===== src/rtl/johnson_pkg.sv =====
// Shared types and Johnson-code helpers for the TDM arbiter.
//
// The helpers work on a fixed-width word (JS_MAX_W bits). The live stage
// count n is passed as an argument, and bits at and above n are ignored.
// Callers zero-extend their N-bit ring state before calling a helper.
package johnson_pkg;

    localparam int unsigned JS_MAX_W = 32;

    typedef logic [JS_MAX_W-1:0] js_word_t;

    typedef enum logic [1:0] {
        IDLE  = 2'd0,
        SCAN  = 2'd1,
        GRANT = 2'd2
    } arb_state_t;

    // One Johnson step: the inverted MSB feeds bit 0, and every other bit shifts up.
    function automatic js_word_t js_next(input js_word_t js, input int unsigned n);
        js_word_t r;
        r = '0;
        r[0] = ~js[n-1];
        for (int unsigned i = 1; i < n; i++) begin
            r[i] = js[i-1];
        end
        return r;
    endfunction

    // Slot number from the ring state.
    // While the ones are filling in from bit 0, the slot is the count of ones.
    // While the ones are draining out (MSB set), the slot is 2n minus that count.
    function automatic int unsigned js_to_slot(input js_word_t js, input int unsigned n);
        int unsigned ones;
        ones = 0;
        for (int unsigned i = 0; i < n; i++) begin
            if (js[i]) begin
                ones++;
            end
        end
        return js[n-1] ? (2 * n - ones) : ones;
    endfunction

    // A legal code holds one run of ones anchored at bit 0 or at bit n-1.
    // In both cases adjacent bits differ in at most one place.
    function automatic logic js_is_legal(input js_word_t js, input int unsigned n);
        int unsigned changes;
        changes = 0;
        for (int unsigned i = 0; i + 1 < n; i++) begin
            if (js[i] != js[i+1]) begin
                changes++;
            end
        end
        return (changes <= 1);
    endfunction

endpackage


===== src/rtl/johnson_phase_gen.sv =====
// Johnson ring slot sequencer: N flops sequence 2N slots.
//
// Ports:
//   clk      - clock, rising edge
//   rst      - synchronous active-high reset (ring state goes to 0)
//   adv      - advance the ring by one slot this cycle
//   clr      - force the ring state to 0 at the next edge (recovery from an illegal code)
//   js       - raw ring state
//   slot_idx - decoded slot number, 0..2N-1
//   legal    - high when js is one of the 2N legal codes
module johnson_phase_gen
    import johnson_pkg::*;
#(
    parameter int unsigned N = 4
) (
    input  logic                    clk,
    input  logic                    rst,
    input  logic                    adv,
    input  logic                    clr,
    output logic [N-1:0]            js,
    output logic [$clog2(2*N)-1:0]  slot_idx,
    output logic                    legal
);

    localparam int unsigned SW = $clog2(2 * N);

    js_word_t js_ext;
    js_word_t js_nxt;
    logic     unused_js_hi;

    always_comb begin
        js_ext = '0;
        js_ext[N-1:0] = js;
    end

    assign js_nxt       = js_next(js_ext, N);
    assign unused_js_hi = ^js_nxt[JS_MAX_W-1:N];
    assign slot_idx     = SW'(js_to_slot(js_ext, N));
    assign legal        = js_is_legal(js_ext, N);

    always_ff @(posedge clk) begin
        if (rst || clr) begin
            js <= '0;
        end else if (adv) begin
            js <= js_nxt[N-1:0];
        end
    end

endmodule


===== src/rtl/johnson_tdm_arbiter.sv =====
// Time-division arbiter that shares one resource among 2N requesters.
// Slots are visited in fixed order by an N-stage Johnson ring.
// The owner of the current slot is granted if it requests, and the grant
// is held for at most HOLD_MAX cycles before the ring advances.
//
// Optional build macro: JOHNSON_TDM_ILLEGAL_DET_EN.
//   Defined: an illegal ring code pulses `illegal`, clears the ring and drops any grant.
//   Undefined: `illegal` is always 0, and illegal codes shift like a plain Johnson counter.
//
// Ports:
//   clk       - clock, rising edge
//   rst       - synchronous active-high reset
//   en        - arbiter enable
//   req       - request per slot owner; bit k belongs to slot k
//   gnt       - registered one-hot grant
//   gnt_valid - registered OR of gnt
//   slot_idx  - current slot index
//   phase     - raw Johnson ring state
//   wrap      - one-cycle pulse after the slot advances from 2N-1 to 0
//   illegal   - one-cycle pulse after an illegal ring code (macro builds only)
module johnson_tdm_arbiter
    import johnson_pkg::*;
#(
    parameter int unsigned N        = 4,
    parameter int unsigned HOLD_MAX = 4
) (
    input  logic                    clk,
    input  logic                    rst,
    input  logic                    en,
    input  logic [2*N-1:0]          req,
    output logic [2*N-1:0]          gnt,
    output logic                    gnt_valid,
    output logic [$clog2(2*N)-1:0]  slot_idx,
    output logic [N-1:0]            phase,
    output logic                    wrap,
    output logic                    illegal
);

    localparam int unsigned S  = 2 * N;
    localparam int unsigned SW = $clog2(S);
    localparam int unsigned HW = $clog2(HOLD_MAX + 1);
    localparam logic [HW-1:0] HOLD_LIM  = HW'(HOLD_MAX);
    localparam logic [SW-1:0] LAST_SLOT = SW'(S - 1);

    arb_state_t    state, state_n;
    logic [HW-1:0] hold_cnt, hold_n;
    logic [S-1:0]  gnt_n;
    logic [S-1:0]  slot_oh;
    logic          wrap_n;
    logic          illegal_n;
    logic          adv;
    logic          clr;
    logic          js_legal;

    johnson_phase_gen #(
        .N (N)
    ) u_phase (
        .clk      (clk),
        .rst      (rst),
        .adv      (adv),
        .clr      (clr),
        .js       (phase),
        .slot_idx (slot_idx),
        .legal    (js_legal)
    );

    always_comb begin
        slot_oh = '0;
        slot_oh[slot_idx] = 1'b1;
    end

    always_comb begin
        state_n   = state;
        hold_n    = hold_cnt;
        gnt_n     = gnt;
        adv       = 1'b0;
        clr       = 1'b0;
        illegal_n = 1'b0;
        unique case (state)
            IDLE: begin
                gnt_n  = '0;
                hold_n = '0;
                if (en) begin
                    state_n = SCAN;
                end
            end
            SCAN: begin
                gnt_n  = '0;
                hold_n = '0;
                if (!en) begin
                    state_n = IDLE;
                end else if (req[slot_idx]) begin
                    state_n = GRANT;
                    gnt_n   = slot_oh;
                    hold_n  = HW'(1);
                end else begin
                    adv = 1'b1;
                end
            end
            GRANT: begin
                // en is not checked while the grant is held; it only picks
                // the state that follows the release.
                if (req[slot_idx] && (hold_cnt < HOLD_LIM)) begin
                    hold_n = hold_cnt + HW'(1);
                end else begin
                    gnt_n  = '0;
                    hold_n = '0;
                    adv    = 1'b1;
                    if (en) begin
                        state_n = SCAN;
                    end else begin
                        state_n = IDLE;
                    end
                end
            end
            default: begin
                gnt_n   = '0;
                hold_n  = '0;
                state_n = IDLE;
            end
        endcase
`ifdef JOHNSON_TDM_ILLEGAL_DET_EN
        // Recovery overrides all FSM activity for this cycle.
        if (!js_legal) begin
            illegal_n = 1'b1;
            clr       = 1'b1;
            adv       = 1'b0;
            gnt_n     = '0;
            hold_n    = '0;
            if (en) begin
                state_n = SCAN;
            end else begin
                state_n = IDLE;
            end
        end
`endif
    end

`ifndef JOHNSON_TDM_ILLEGAL_DET_EN
    logic unused_legal;
    assign unused_legal = js_legal;
`endif

    assign wrap_n = adv && (slot_idx == LAST_SLOT);

    always_ff @(posedge clk) begin
        if (rst) begin
            state     <= IDLE;
            gnt       <= '0;
            gnt_valid <= 1'b0;
            hold_cnt  <= '0;
            wrap      <= 1'b0;
            illegal   <= 1'b0;
        end else begin
            state     <= state_n;
            gnt       <= gnt_n;
            gnt_valid <= |gnt_n;
            hold_cnt  <= hold_n;
            wrap      <= wrap_n;
            illegal   <= illegal_n;
        end
    end

endmodule


===== config.mk =====
export PLATFORM = sky130hd
export DESIGN_NAME = johnson_tdm_arbiter
export DESIGN_NICKNAME = d
export VERILOG_FILES = /design/src/rtl/johnson_pkg.sv /design/src/rtl/johnson_phase_gen.sv /design/src/rtl/johnson_tdm_arbiter.sv
export SDC_FILE = /design/constraint.sdc
export NUM_CORES = 1
export LEC_CHECK = 0
export BUFFER_PORTS_ARGS = -buffer_cell sky130_fd_sc_hd__buf_2
export CORE_UTILIZATION = 46
export DETAILED_ROUTE_END_ITERATION = 16
export GPL_TIMING_DRIVEN = 0
export PLACE_DENSITY = 0.7
export SLEW_MARGIN = 10
export SYNTH_ARGS = -nofsm -noshare
export SYNTH_HDL_FRONTEND = slang
export SYNTH_HIERARCHICAL = 1
export SYNTH_SLANG_ARGS = --single-unit

===== constraint.sdc =====
create_clock -name clk -period 4.6 [get_ports clk]
set_input_delay 0.69 -clock clk [delete_from_list [all_inputs] [get_ports clk]]
set_output_delay 0.69 -clock clk [all_outputs]
set_load 0.01 [all_outputs]

Yosys cells after proc, flatten, opt, wreduce, memory -nomap -nowiden. Index checks and enable logic that the tools add are counted.

Input bits: 11. Register bits: 19. Output and inout port bits: 18. Logic and storage cells: 54.

Bitwise gates (word level): 1. Reduce and logical (&&, ||, !) cells: 6. Mux-type cells: 27. $lt $le $gt $ge: 3. Add/sub/neg operators: 5. Eq/ne operators: 6.

Operator list (count): 8-bit two-way mux (3); 8-bit case mux with 2 select lines (1); 3-bit two-way mux (4); 2-bit two-way mux (5); 1-bit two-way mux (9); 8-bit OR reduction (1); 3-bit by 1-bit adder with 3-bit output (second input constant) (2); 2-bit case mux with 3 select lines (1); 3-bit case mux with 2 select lines (1); 3-bit by 4-bit < comparator with 1-bit output (second input constant) (1); 2-bit != test (second input constant) (2); 2-bit by 1-bit adder with 3-bit output (second input constant) (1); 1-bit binary-select mux with 3-bit select (1); 1-bit demux with 3-bit select (1); 3-bit equality test (second input constant) (1); 3-bit by 1-bit greater-or-equal comparator with 1-bit output (second input constant) (1); 1-bit logical AND (3); 3-bit < comparator (second input constant) (1); 3-bit != test (second input constant) (1); 3-bit AND reduction (1); 1-bit by 3-bit subtractor with 3-bit output (first input constant) (1); 1-bit by 1-bit adder with 2-bit output (second input constant) (1); 2-bit by 1-bit equality test with 1-bit output (second input constant) (1); 2-bit equality test (second input constant) (1); 3 further kinds (3).

Longest topological paths before layout.
Word-level depth: 17. Mapped depth: 17. Gate-level depth less buffers: 15.

Cells and area by module. The synthesis kept the hierarchy.

By module, submodules not included: johnson_tdm_arbiter (area an instance 822.0 sq um, seq. area each 300.3 sq um, cells an instance 94, times used 1); johnson_phase_gen (area an instance 404.1 sq um, seq. area each 80.1 sq um, cells an instance 46, times used 1).

Worst setup path before layout. OpenSTA, ideal clock, no wires.

Kind: register -> register. Start point: reg u_phase.js[1]. End point: reg u_phase.js[0]. Arrival: 3.541 ns. Clock period less this slack: 3.656 ns. Stages on the path, launching flop included: 17. Setup slack: 0.944 ns. Required time: 4.486 ns. Setup time: 0.114 ns. Path buffers: 2. Path through: dfxtp_1 inv_1 ha_1 buf_6 xor2_1 ha_1 inv_1 maj3_2 o211a_1 o21ai_2 nor2b_1 a22o_1 o32ai_4 o21ai_0 and2_1 clkbuf_1 a2111oi_0.

Longest elaborated chain between the ends: 12. Elaborated cells on any way between the ends: 14. Those cells by class: add/sub: 3; mux: 10; reduce/logical: 1.

Ends and longest elaborated chain: start: declaration (line johnson_phase_gen.sv:20) `output logic [N-1:0] js,`; start signal: assignment (line johnson_phase_gen.sv:45) `js <= js_nxt[N-1:0];`; 2-bit two-way mux (*) (line johnson_pkg.sv:36) `if (js[i]) begin`; 2-bit by 1-bit adder with 3-bit output (line johnson_pkg.sv:37) `ones++;`; 3-bit two-way mux (*) (line johnson_pkg.sv:36); 3-bit by 1-bit adder with 3-bit output (line johnson_pkg.sv:37); 3-bit two-way mux (*) (line johnson_pkg.sv:36); 1-bit by 3-bit subtractor with 3-bit output (line johnson_pkg.sv:40) `return js[n-1] ? (2 * n - ones) : ones;`; 3-bit two-way mux (*) (line johnson_pkg.sv:40); via slot_idx[2] (line johnson_tdm_arbiter.sv:33) `output logic [$clog2(2*N)-1:0] slot_idx,`; 1-bit binary-select mux with 3-bit select (*) (line johnson_tdm_arbiter.sv:92, johnson_tdm_arbiter.sv:103); 1-bit two-way mux (not written as such) (*) (line johnson_tdm_arbiter.sv:92, johnson_tdm_arbiter.sv:103); 1-bit two-way mux or 1-bit logical AND (tied branches) (line johnson_tdm_arbiter.sv:92, johnson_tdm_arbiter.sv:103); 1-bit two-way mux (on tied branches) (line johnson_tdm_arbiter.sv:90, johnson_tdm_arbiter.sv:103); 1-bit case mux with 2 select lines (*) (line johnson_tdm_arbiter.sv:79) `unique case (state)`; via adv (line johnson_tdm_arbiter.sv:51) `logic adv;`.

The timed path passes the listed nets; every way through them passes the cells marked *. The select of a mux whose other input is x is not followed. A chain may end at the register's enable or synchronous reset.

Worst setup path in the final report.
Start point: reg u_phase.js[0]. End point: reg u_phase.js[0].

Longest elaborated chain between the ends: 14. Elaborated cells on any way between the ends: 16. Those cells by class: add/sub: 4; mux: 11; reduce/logical: 1.

Ends and longest elaborated chain (line): 1-bit two-way mux (*) (johnson_pkg.sv:36); 1-bit by 1-bit adder with 2-bit output (johnson_pkg.sv:37); 2-bit two-way mux (*) (johnson_pkg.sv:36); 2-bit by 1-bit adder with 3-bit output (johnson_pkg.sv:37); 3-bit two-way mux (*) (johnson_pkg.sv:36); 3-bit by 1-bit adder with 3-bit output (johnson_pkg.sv:37); 3-bit two-way mux (*) (johnson_pkg.sv:36); 1-bit by 3-bit subtractor with 3-bit output (johnson_pkg.sv:40); 3-bit two-way mux (*) (johnson_pkg.sv:40); 1-bit binary-select mux with 3-bit select (*) (johnson_tdm_arbiter.sv:92, johnson_tdm_arbiter.sv:103); 1-bit two-way mux (not written as such) (*) (johnson_tdm_arbiter.sv:92, johnson_tdm_arbiter.sv:103); 1-bit two-way mux or 1-bit logical AND (tied branches) (johnson_tdm_arbiter.sv:92, johnson_tdm_arbiter.sv:103); 1-bit two-way mux (on tied branches) (johnson_tdm_arbiter.sv:90, johnson_tdm_arbiter.sv:103); 1-bit case mux with 2 select lines (*) (johnson_tdm_arbiter.sv:79); via adv (johnson_tdm_arbiter.sv:51).

Marks and branches as above.

==> impl_metrics.toml <==
[pwr]
p_leak_nw = 0.646
power_density_nw_per_um2 = 243
vdd.ir_drop.worst_mv = 0.247

[setup_path]
cp_data_arrival_time_ps = 4250
end_kind = "register"
critPathMaxStageDelay_ps = 430
critical-path-top-delay-family = "compound AO/OA/AOI/OAI gates"
worstSetupPathType = "reg -> reg"
crit_slowest_cell = "dfxtp_1"
crit_buf_inv = 4
crit_required_ps = 4780
worstSetupStartpointType = "register"
crit_path_cell_trace = "inv_1, ha_1, buf_6, xor2_1, ha_1, inv_1, maj3_2, o211a_1, o21ai_2, nor2b_1, a22o_1, o32ai_4, o21ai_0, and2_1, clkbuf_1, a2111oi_0"
cp_max_fo = 10

[cells_and_area]
num_antenna_cells = 0
drive_above_1_share_pct = 25.7
final_cells = 201
area_growth_pct = 18.0
nNetsFinal = 193
final_util_pct = 57.1

[global_routing]
globalRouteTotalUtil_pct = 20.6
grt_max_degree = 12
grt_pass1_wl_mm = 4.26
antenna_found_initial = 0
gr-total-overflow = 0
grt_pass1_vias = 1043

[die]
ioPinCount = 29
fp.dieW_um = 53.0
die_area_um2 = 2810
start_util_pct = 48.4
num_rows = 18
die_y_um = 53.0
core_area_um2 = 2480

[synthesis]
syn_area_per_cell_um2 = 8.81
ys.warnings.count = 6
synthCells = 136
netlist_area_um2 = 1200

[sta]
rsz0062_at_grt = "false"
fin_skew_ps = 9.28
fmax_ghz = 0.245
drv_slew = 0
setup_viol = 0
fin_crit_sh_pct = 88.6
period_minus_slack_ps = 4080
setup_tns_ps = 0
hold_violations = 0

[clocking]
cts_tree = "done"
cts-buffers-inserted = 3
clkTransAtPathRegs_ps = 120
cts_sinks = 19
htree_num_levels = 1
cts_setup_buffers = 0
cts_hold_buffers = 0
clockBufferDepth = 2
post_cts_resized = 0
clk-insertion-delay-late_ps = 310
clock-root-buffer = "clkbuf_4"

[routing]
viasPerCell = 5.34
detail-route-antenna-nets = 0
dr.pass1.iters = 4
drt_iter0_drc = 19
wl_mm = 2.56
drc = 0
vias = 1073
avgRoutedWirePerCell_um = 12.7

[min_path]
hp-class = "reg -> reg"

[flow_run]
maxCapViolations = 0

[outcome]
outcome = "finished, final reports clean"

[placed_design]
place_congestion = 0.804
placed_cells = 197
dp_hpwl_mm = 2.00
port_buffers = 27
-- layout make-up --
class / instances / area (um^2)
fill: 233 / 1060
sequential: 19 / 380
multi-input combinational: 103 / 731
clock buffer: 3 / 22.5
inverter: 8 / 30.0
timing repair buffer: 27 / 135
tap: 30 / 37.5
buffer: 10 / 72.6
clock inverter: 1 / 5.00
-- layout by cell type (no fill, tap or decap), drive strengths merged, types with 4 or more instances in the layout --
| master | count |
|---|---|
| nor3 | 5 |
| buf | 35 |
| nand2 | 6 |
| dfxtp | 19 |
| a21oi | 6 |
| nor2 | 17 |
| o21ai | 4 |
| conb | 5 |
| mux2i | 9 |
| nand3 | 4 |
| clkbuf | 5 |
| nor2b | 4 |
| ha | 10 |
| inv | 8 |
-- where the power goes --
group	switching, mW	total [mW]	internal, mW	leakage [nW]
Sequential	0.00419	0.174	0.169	0.153
Clock	0.0555	0.0880	0.0325	0.0177
Combinational	0.0481	0.0815	0.0334	0.475
-- metrics by stage --
stage                     power, mW  worst slack (ps)  hold slack (ps)  area, um^2
after floorplan               0.236               960              498        1210
after global placement        0.253               663              467        1390
after detailed placement      0.259               555              482        1390
after CTS                     0.346               485              499        1410
after global routing          0.365               135              519        1410
final                         0.343               525              497        1410
-- worst paths after layout --
check | startpoint | cells past startpoint | slack, ps | endpoint
worst max-delay path | u_phase/js[0] | 16 | 520 | u_phase/js[0]
worst min-delay path | gnt[7] | 2 | 500 | gnt[7]
worst max register to register | u_phase/js[0] | 16 | 520 | u_phase/js[0]
worst min register to register | gnt[7] | 2 | 500 | gnt[7]
-- state kept, by name, summed over array words and instances (netlist names) --
name        flops
gnt             8
state           2
gnt_valid       1
wrap            1
hold_cnt        3
u_phase/js      4
-- worst reg2reg max path: stages, from the launching register on --
cell       delay [ps]
dfxtp_1           430
inv_1              90
ha_1              310
buf_6             140
xor2_1            160
ha_1              310
inv_1              60
maj3_2            300
o211a_1           210
o21ai_2           300
nor2b_1           140
a22o_1            280
o32ai_4           290
o21ai_0           180
and2_1            180
clkbuf_1          160
a2111oi_0         410
-- per-layer routing --
metal | GRT usage [%] | up-vias | share of wire (%)
met3 | 5.17 | 4 | 3.7
li1 | - | 543 | -
met5 | 0 | - | 0
met4 | 7.46 | 0 | 0.90
met1 | 24.4 | 503 | 45
met2 | 35.2 | 23 | 50
No activity file was read; power rests on OpenSTA's default activity.
